File: src/rtl/addsub_pkg.sv
// Shared constants, types and helpers for the pipelined add/subtract unit.
package addsub_pkg;

    localparam logic MODE_ADD = 1'b0;
    localparam logic MODE_SUB = 1'b1;

    typedef struct packed {
        logic cout;
        logic overflow;
        logic zero;
    } flags_t;

    function automatic int unsigned chunk_width(input int unsigned width,
                                                input int unsigned stages);
        return width / stages;
    endfunction

endpackage

File: src/rtl/add_slice.sv
// Combinational CHUNK-bit ripple-carry slice.
// Also exposes the carry into its MSB so the top slice can produce signed overflow.
module add_slice #(
    parameter int unsigned CHUNK = 8
) (
    input  logic [CHUNK-1:0] a,
    input  logic [CHUNK-1:0] b,
    input  logic             ci,
    output logic [CHUNK-1:0] s,
    output logic             co,
    output logic             c_msb_in
);

    logic c;

    always_comb begin
        s        = '0;
        c        = ci;
        c_msb_in = 1'b0;
        for (int i = 0; i < int'(CHUNK); i++) begin
            if (i == int'(CHUNK) - 1) begin
                c_msb_in = c;
            end
            s[i] = a[i] ^ b[i] ^ c;
            c    = (a[i] & b[i]) | (c & (a[i] ^ b[i]));
        end
        co = c;
    end

endmodule

File: src/rtl/pipelined_addsub.sv
// Pipelined add/subtract: the carry chain is cut into STAGES registered slices.
// Every stage carries the full operand/sum words so skew and deskew fall out of the registers.
module pipelined_addsub
    import addsub_pkg::*;
#(
    parameter int unsigned WIDTH  = 32,
    parameter int unsigned STAGES = 4
) (
    input  logic             clk,
    input  logic             reset,
    input  logic             in_valid,
    output logic             in_ready,
    input  logic [WIDTH-1:0] a,
    input  logic [WIDTH-1:0] b,
    input  logic             cin,
    input  logic             sub,
    output logic             out_valid,
    input  logic             out_ready,
    output logic [WIDTH-1:0] sum,
    output logic             cout,
    output logic             overflow,
    output logic             zero
);

    localparam int unsigned CHUNK = chunk_width(WIDTH, STAGES);

    if (STAGES < 1 || STAGES > WIDTH || (WIDTH % STAGES) != 0) begin : g_bad_params
        $error("pipelined_addsub: WIDTH must be a multiple of STAGES, 1 <= STAGES <= WIDTH");
    end

    logic   en;
    flags_t flags_d;
    flags_t flags_q;

    // Whole pipe advances in lockstep; bubbles are only squeezed at the output.
    assign en       = !out_valid || out_ready;
    assign in_ready = en;

    for (genvar k = 0; k < STAGES; k++) begin : g_stage
        logic [WIDTH-1:0] in_a;
        logic [WIDTH-1:0] in_b;
        logic [WIDTH-1:0] in_sum;
        logic             in_ci;
        logic             in_v;

        logic [CHUNK-1:0] slice_s;
        logic             slice_co;
        logic             slice_cmsb;
        logic [WIDTH-1:0] sum_d;

        logic [WIDTH-1:0] a_q;
        logic [WIDTH-1:0] b_q;
        logic [WIDTH-1:0] sum_q;
        logic             carry_q;
        logic             valid_q;

        if (k == 0) begin : g_first
            // B is stored already inverted for subtract; the +1 enters as carry-in.
            assign in_a   = a;
            assign in_b   = (sub == MODE_SUB) ? ~b : b;
            assign in_ci  = (sub == MODE_SUB) ? 1'b1 : cin;
            assign in_sum = '0;
            assign in_v   = in_valid;
        end else begin : g_next
            assign in_a   = g_stage[k-1].a_q;
            assign in_b   = g_stage[k-1].b_q;
            assign in_ci  = g_stage[k-1].carry_q;
            assign in_sum = g_stage[k-1].sum_q;
            assign in_v   = g_stage[k-1].valid_q;
        end

        add_slice #(
            .CHUNK(CHUNK)
        ) u_slice (
            .a       (in_a[k*CHUNK +: CHUNK]),
            .b       (in_b[k*CHUNK +: CHUNK]),
            .ci      (in_ci),
            .s       (slice_s),
            .co      (slice_co),
            .c_msb_in(slice_cmsb)
        );

        always_comb begin
            sum_d                   = in_sum;
            sum_d[k*CHUNK +: CHUNK] = slice_s;
        end

        always_ff @(posedge clk) begin
            if (reset) begin
                a_q     <= '0;
                b_q     <= '0;
                sum_q   <= '0;
                carry_q <= 1'b0;
                valid_q <= 1'b0;
            end else if (en) begin
                a_q     <= in_a;
                b_q     <= in_b;
                sum_q   <= sum_d;
                carry_q <= slice_co;
                valid_q <= in_v;
            end
        end

        if (k == STAGES - 1) begin : g_last
            always_comb begin
                flags_d          = '0;
                flags_d.cout     = slice_co;
                flags_d.overflow = slice_cmsb ^ slice_co;
                flags_d.zero     = (sum_d == '0);
            end

            always_ff @(posedge clk) begin
                if (reset) begin
                    flags_q <= '0;
                end else if (en) begin
                    flags_q <= flags_d;
                end
            end
        end
    end

    assign out_valid = g_stage[STAGES-1].valid_q;
    assign sum       = g_stage[STAGES-1].sum_q;
    assign cout      = flags_q.cout;
    assign overflow  = flags_q.overflow;
    assign zero      = flags_q.zero;

endmodule

File: config.mk
export PLATFORM = sky130hd
export DESIGN_NAME = pipelined_addsub
export DESIGN_NICKNAME = d
export VERILOG_FILES = /design/src/rtl/addsub_pkg.sv /design/src/rtl/add_slice.sv /design/src/rtl/pipelined_addsub.sv
export SDC_FILE = /design/constraint.sdc
export NUM_CORES = 1
export LEC_CHECK = 0
export CORE_ASPECT_RATIO = 0.75
export CORE_MARGIN = 4
export CORE_UTILIZATION = 59
export CTS_CLUSTER_DIAMETER = 40
export DETAILED_ROUTE_END_ITERATION = 7
export GPL_ROUTABILITY_DRIVEN = 0
export GPL_TIMING_DRIVEN = 0
export PLACE_DENSITY = 0.89
export SLEW_MARGIN = 20
export SYNTH_ARGS = -nofsm -noshare
export SYNTH_HDL_FRONTEND = slang
export SYNTH_SLANG_ARGS = --single-unit
File: constraint.sdc
create_clock -name clk -period 13.7 [get_ports clk]
set_clock_uncertainty 0.1 [all_clocks]
set_input_delay 2.74 -clock clk [delete_from_list [all_inputs] [get_ports clk]]
set_output_delay 2.74 -clock clk [all_outputs]
set_load 0.005 [all_outputs]
==> results.sh, run 1 <==
export IMPL_status="finished, final reports clean"
export IMPL_cts_made_buffers=17
export IMPL_portBuffers=104
export IMPL_holdCritPathClass="register to register"
export IMPL_grt_use_met2_pct=46.3
export IMPL_num_io_pins=107
export IMPL_r2r_end="zero"
export IMPL_cap_violations=0
export IMPL_syn_mean_instance_area_um2=8.71
export IMPL_synthSimpleGateAreaFrac_pct=17.5
export IMPL_cts_max_level=4
export IMPL_grt_pass1_vias=6444
export IMPL_synth_compound_area_share_pct=15.0
export IMPL_hold_depth=2
export IMPL_cts_buffer_depth=2
export IMPL_leakagePower_nw=3.71
export IMPL_tns_ns=0
export IMPL_postRouteAntennaNets=0
export IMPL_drive_above_1_share_pct=9.95
export IMPL_synth_top_cell_by_area="dfxtp_1"
export IMPL_clock_latency_ns=0.44
export IMPL_drt_pass1_iterations=6
export IMPL_fin_crit_sh_pct=53.3
export IMPL_synthCells=879
export IMPL_wl_mm=20.3
export IMPL_syn_nets=981
export IMPL_fillers=841
export IMPL_fmax_mhz=137
export IMPL_synth_cell_type_count=24
export IMPL_yosys_warnings=0
export IMPL_dpl_cell_area_um2=8900
export IMPL_die_h_um=107
export IMPL_start_util_pct=61.3
export IMPL_die_area_um2=14900
export IMPL_hp_start="g_stage[1].a_q[17]"
export IMPL_finalSetupViolations=0
export IMPL_min_period_ns=7.31
export IMPL_start_kind="input pin"
export IMPL_reg2reg_slack_ns=8.96
export IMPL_synthMuxAreaShare_pct=0
export IMPL_vdd_drop_max_uv=103
export IMPL_tritoncts="built"
export IMPL_syn_area_um2=7650
export IMPL_gr_usage_met3_pct=6.95
export IMPL_vias=6573
export IMPL_drtIter0Drc=557
export IMPL_cts_sinks=186
export IMPL_maxSlewViolCount=0
export IMPL_avgRoutedWirePerCell_um=17.2
export IMPL_hold_viol=0
export IMPL_ys_ff_latch=186
export IMPL_path_clk_slew_ns=0.07
export IMPL_rsz0062_at_grt="false"
export IMPL_power_density_nw_per_um2=136
export IMPL_yosys_top_cells_area="dfxtp_1, nand2_1, a21oi_1, fa_1, a211oi_2"
export IMPL_drc_errors=0
export IMPL_hpwlAfterDp_mm=14.5
export IMPL_required_ns=10.86
export IMPL_synthXorXnorAreaFrac_pct=3.78
export IMPL_synth_top_area_share_pct=48.6
export IMPL_use_met1_pct=35.9
export IMPL_critical_path_class="input pin to output pin"
export IMPL_rr_worst_depth=14
export IMPL_slew_headroom_pct=46.5
export IMPL_synthToLayoutAreaGrowth_pct=25.1
export IMPL_worstMarginPinSlew_ns=0.803
export IMPL_design_area_um2=9580
export IMPL_rr_startpoint="g_stage[2].a_q[24]"
export IMPL_grt_pass1_wl_mm=32.7
export IMPL_rows=35
export IMPL_fin_cells=1182
export IMPL_hold_buffers=0
export IMPL_globalRouteOverflowTotal=0
export IMPL_busiest_layer="met2"
export IMPL_grt_start_max_net_pins=17
export IMPL_postCtsSetupBuffers=0
export IMPL_hold_end="g_stage[1].a_q[17]"
export IMPL_critical_path_arrival_ns=4.47
export IMPL_dp_cells=1149
export IMPL_grt_antenna_before_repair=0
export IMPL_viasPerCell=5.56
export IMPL_cp_max_fo=10
export IMPL_clockRootBuffer="clkbuf_16"
export IMPL_synth_top_family_by_area="simple AND/OR/NAND/NOR gates"
export IMPL_cts_resized=0
export IMPL_seq_area_frac_synth_pct=48.6
export IMPL_grt_usage_pct=28.0
export IMPL_die_x_um=140
export IMPL_core_area_um2=12500
export IMPL_end_kind="output pin"
export IMPL_synthAdderAreaFrac_pct=8.37
export IMPL_holdWs_ns=0.352
export IMPL_fin_nets=1104
logic make-up after synthesis:
family	Yosys count
adders and majority gates	32
buffers and inverters	97
AOI/OAI and AO/OA	185
DFF	186
and+or+nand+nor	346
xor gates and xnor gates	33
metal layers:
layer | wire (µm) | vias up
li1 | - | 3079
met1 | 8390 | 3158
met2 | 9750 | 291
met3 | 1650 | 45
met4 | 497 | 0
met5 | 0 | -
cell usage after synthesis, drive strengths merged:
cell and count:
nand2 290, dfxtp 186, a21oi 145, nor2 43
buf 41, a211oi 39, fa 32, inv 31
xnor2 29, clkbuf 25, nor4 6, xor2 4
nand3 2, nand3b 1, nand4 1, nor2b 1
nor3 1, nor4bb 1, o31ai 1
worst max-delay path by stage:
stage	from	to	slack, ns	cells after the start
final	out_ready	in_ready	6.39	7
after global routing	out_ready	in_ready	6.34	7
after CTS	out_ready	in_ready	6.41	7
after detailed placement	out_ready	in_ready	6.41	7
after global placement	out_ready	in_ready	6.43	7
after floorplan	sub	g_stage[0].sum_q[7]	7.20	16
power breakdown:
group	switching [mW]	internal, mW
clock	0.222	0.344
combinational	0.0693	0.0693
sequential	0.0244	0.577
placed cells by master, fill, tap and decap left out, types with 2 or more instances in the layout:
cell type,instances
inv_1,30
xor2_1,4
dfxtp_1,186
buf_2,16
a211oi_1,14
nand3_1,2
inv_6,3
clkinvlp_4,2
xnor2_1,29
clkbuf_1,24
clkinv_2,2
nor4_1,6
nor2_1,43
bufinv_16,6
a211oi_2,25
clkbuf_4,2
clkdlybuf4s50_1,104
buf_4,19
buf_6,6
clkbuf_16,17
nand2_1,290
a21oi_1,145
fa_1,32
per-stage QoR:
| stage | power (mW) | util [%] | worst slack (ns) |
|---|---|---|---|
| floorplan | 0.685 | - | 7.20 |
| global placement | 0.743 | 71.3 | 6.43 |
| detailed placement | 0.747 | 71.3 | 6.41 |
| CTS | 1.30 | 76.7 | 6.41 |
| global route | 1.34 | 76.7 | 6.34 |
| finish | 1.31 | 76.7 | 6.39 |
registers in the layout, summed over array words and instances, names as in the netlist:
signal           count
sum                 32
zero                 1
g_stage.carry_q      3
overflow             1
cout                 1
g_stage.a_q         48
out_valid            1
g_stage.b_q         48
g_stage.valid_q      3
g_stage.sum_q       48
critical path: stages:
cell and delay [ns]:
clkdlybuf4s50_1 0.52, nor2b_4 0.05, buf_6 0.13, inv_4 0.09, buf_6 0.17, buf_4 0.23, clkdlybuf4s50_1 0.53
final cells by class:
class | count | area, µm² | area share (%)
antenna | 1 | 2.50 | 0.0261
buffer | 66 | 392 | 4.09
clock buffer | 18 | 429 | 4.48
clock inverter | 14 | 240 | 2.51
inverter | 31 | 119 | 1.24
multi-input combinational | 596 | 3420 | 35.7
sequential | 186 | 3720 | 38.9
tap | 166 | 208 | 2.17
timing repair buffer | 104 | 1040 | 10.9
No activity file was read; power rests on OpenSTA's default activity.
==> run 2: changes to the inputs <==
--- a/config.mk
+++ b/config.mk
@@ -7,12 +7,12 @@
 export LEC_CHECK = 0
 export CORE_ASPECT_RATIO = 0.75
 export CORE_MARGIN = 4
-export CORE_UTILIZATION = 59
+export CORE_UTILIZATION = 54
 export CTS_CLUSTER_DIAMETER = 40
 export DETAILED_ROUTE_END_ITERATION = 7
 export GPL_ROUTABILITY_DRIVEN = 0
 export GPL_TIMING_DRIVEN = 0
-export PLACE_DENSITY = 0.89
+export PLACE_DENSITY = 0.83
 export SLEW_MARGIN = 20
 export SYNTH_ARGS = -nofsm -noshare
 export SYNTH_HDL_FRONTEND = slang
==> constraint.sdc (replaced) <==
create_clock -name clk -period 7.4 [get_ports clk]
set_clock_uncertainty 0.1 [all_clocks]
set_input_delay 1.48 -clock clk [delete_from_list [all_inputs] [get_ports clk]]
set_output_delay 1.48 -clock clk [all_outputs]
set_load 0.005 [all_outputs]
==> run 2 against run 1 <==
Clock power increased by 61%; critical endpoint is now g_stage[0].sum_q[7]; core utilization is 7.8 points lower; final cell count grew 0.76%; register-to-register slack lost 6.0 ns; highest routed layer unchanged; final area down 0.69%; critical path type is now input pin to register.
==> results.sh, run 2 (synthesis results as in run 1) <==
export IMPL_rsz0062_at_grt="false"
export IMPL_critical_path_arrival_ns=5.36
export IMPL_wl_mm=19.7
export IMPL_fillers=1087
export IMPL_cts_max_level=4
export IMPL_grt_pass1_vias=6215
export IMPL_globalRouteOverflowTotal=0
export IMPL_tns_ns=0
export IMPL_core_area_um2=13800
export IMPL_cp_max_fo=1
export IMPL_drt_pass1_iterations=5
export IMPL_grt_usage_pct=24.5
export IMPL_vdd_drop_max_uv=170
export IMPL_grt_pass1_wl_mm=31.8
export IMPL_synthToLayoutAreaGrowth_pct=24.2
export IMPL_postRouteAntennaNets=0
export IMPL_tritoncts="built"
export IMPL_fmax_mhz=194
export IMPL_status="finished, final reports clean"
export IMPL_clockRootBuffer="clkbuf_16"
export IMPL_holdCritPathClass="register to register"
export IMPL_finish_utilization_pct=68.9
export IMPL_cts_made_buffers=17
export IMPL_layout_commonest_cell="nand2_1"
export IMPL_die_h_um=111
export IMPL_cts_sinks=186
export IMPL_fin_crit_sh_pct=69.8
export IMPL_drc_errors=0
export IMPL_end_kind="register"
export IMPL_rows=37
export IMPL_drive_above_1_share_pct=10.0
export IMPL_fin_cells=1191
export IMPL_cap_violations=0
export IMPL_fin_nets=1104
export IMPL_worstMarginPinSlew_ns=0.795
export IMPL_hold_buffers=0
export IMPL_drtIter0Drc=483
export IMPL_dpl_worst_slack_ns=1.82
export IMPL_layout_common_cells="nand2_1, dfxtp_1, a21oi_1"
export IMPL_cts_resized=0
export IMPL_power_density_nw_per_um2=239
export IMPL_grt_antenna_before_repair=0
export IMPL_avgRoutedWirePerCell_um=16.5
export IMPL_grt_start_max_net_pins=19
export IMPL_leakagePower_nw=3.68
export IMPL_die_x_um=145
export IMPL_multi_input_area_um2=3420
export IMPL_die_area_um2=16200
export IMPL_portBuffers=104
export IMPL_slew_headroom_pct=47.0
export IMPL_wl_met2_mm=8.67
export IMPL_viasPerCell=5.33
export IMPL_hpwlAfterDp_mm=14.2
export IMPL_reg_largest_list="g_stage.a_q (48), g_stage.b_q (48), g_stage.sum_q (48)"
export IMPL_hold_viol=0
export IMPL_required_ns=7.60
export IMPL_seq_area_um2=3720
export IMPL_start_util_pct=55.5
export IMPL_critical_path_class="input pin to register"
export IMPL_holdWs_ns=0.351
export IMPL_min_period_ns=5.16
export IMPL_wl_met1_mm=8.94
export IMPL_wl_met3_mm=1.65
export IMPL_path_clk_slew_ns=0.07
export IMPL_maxSlewViolCount=0
export IMPL_vias=6346
export IMPL_num_io_pins=107
export IMPL_fin_ws_ns=2.24
export IMPL_postCtsSetupBuffers=0
export IMPL_dp_cells=1158
export IMPL_cts_buffer_depth=2
export IMPL_start_kind="input pin"
export IMPL_finalSetupViolations=0
export IMPL_clock_latency_ns=0.43
export IMPL_highest_layer="met4"
-- run 2: layout make-up --
class                           instances  share of cell area, %
Inverter                               31                   1.25
Clock inverter                         14                   1.61
Buffer                                 66                   4.12
Clock buffer                           18                   4.62
Timing Repair Buffer                  104                   10.9
Tap cell                              175                   2.30
Multi-Input combinational cell        596                   36.0
Antenna cell                            1                 0.0263
Sequential cell                       186                   39.2
-- run 2: where the power goes --
part	leakage [nW]	total (mW)	switching, mW	internal, mW
clock network	0.289	0.910	0.422	0.488
logic	1.86	0.252	0.125	0.127
registers	1.53	1.11	0.0445	1.07
total	3.68	2.27	0.591	1.68
-- run 2: worst paths after layout --
kind | start | endpoint | slack, ns | depth (start not counted)
max | b[0] | g_stage[0].sum_q[7] | 2.24 | 15
min | g_stage[1].a_q[23] | g_stage[1].a_q[23] | 0.35 | 2
max reg2reg | g_stage[2].a_q[24] | zero | 2.96 | 14
min reg2reg | g_stage[1].a_q[23] | g_stage[1].a_q[23] | 0.35 | 2
-- run 2: critical path, stage by stage --
cell	delay [ns]
clkdlybuf4s50_1	0.42
xnor2_1	0.15
fa_1	0.39
inv_1	0.07
fa_1	0.15
inv_1	0.04
fa_1	0.38
fa_1	0.39
fa_1	0.39
fa_1	0.42
fa_1	0.38
inv_1	0.13
fa_1	0.42
nand2_1	0.08
a21oi_1	0.06
-- run 2: through the flow --
stage               power, mW  instance area (µm²)
floorplan                1.27                 7650
global placement         1.37                 8910
detailed placement       1.38                 8910
CTS                      2.28                 9510
global route             2.36                 9510
finish                   2.27                 9510
-- run 2: per-layer routing --
layer	up-vias	GRT usage [%]
met5	-	0
met4	0	7.53
met3	34	5.19
met2	272	38.1
met1	2960	34.5
li1	3080	-
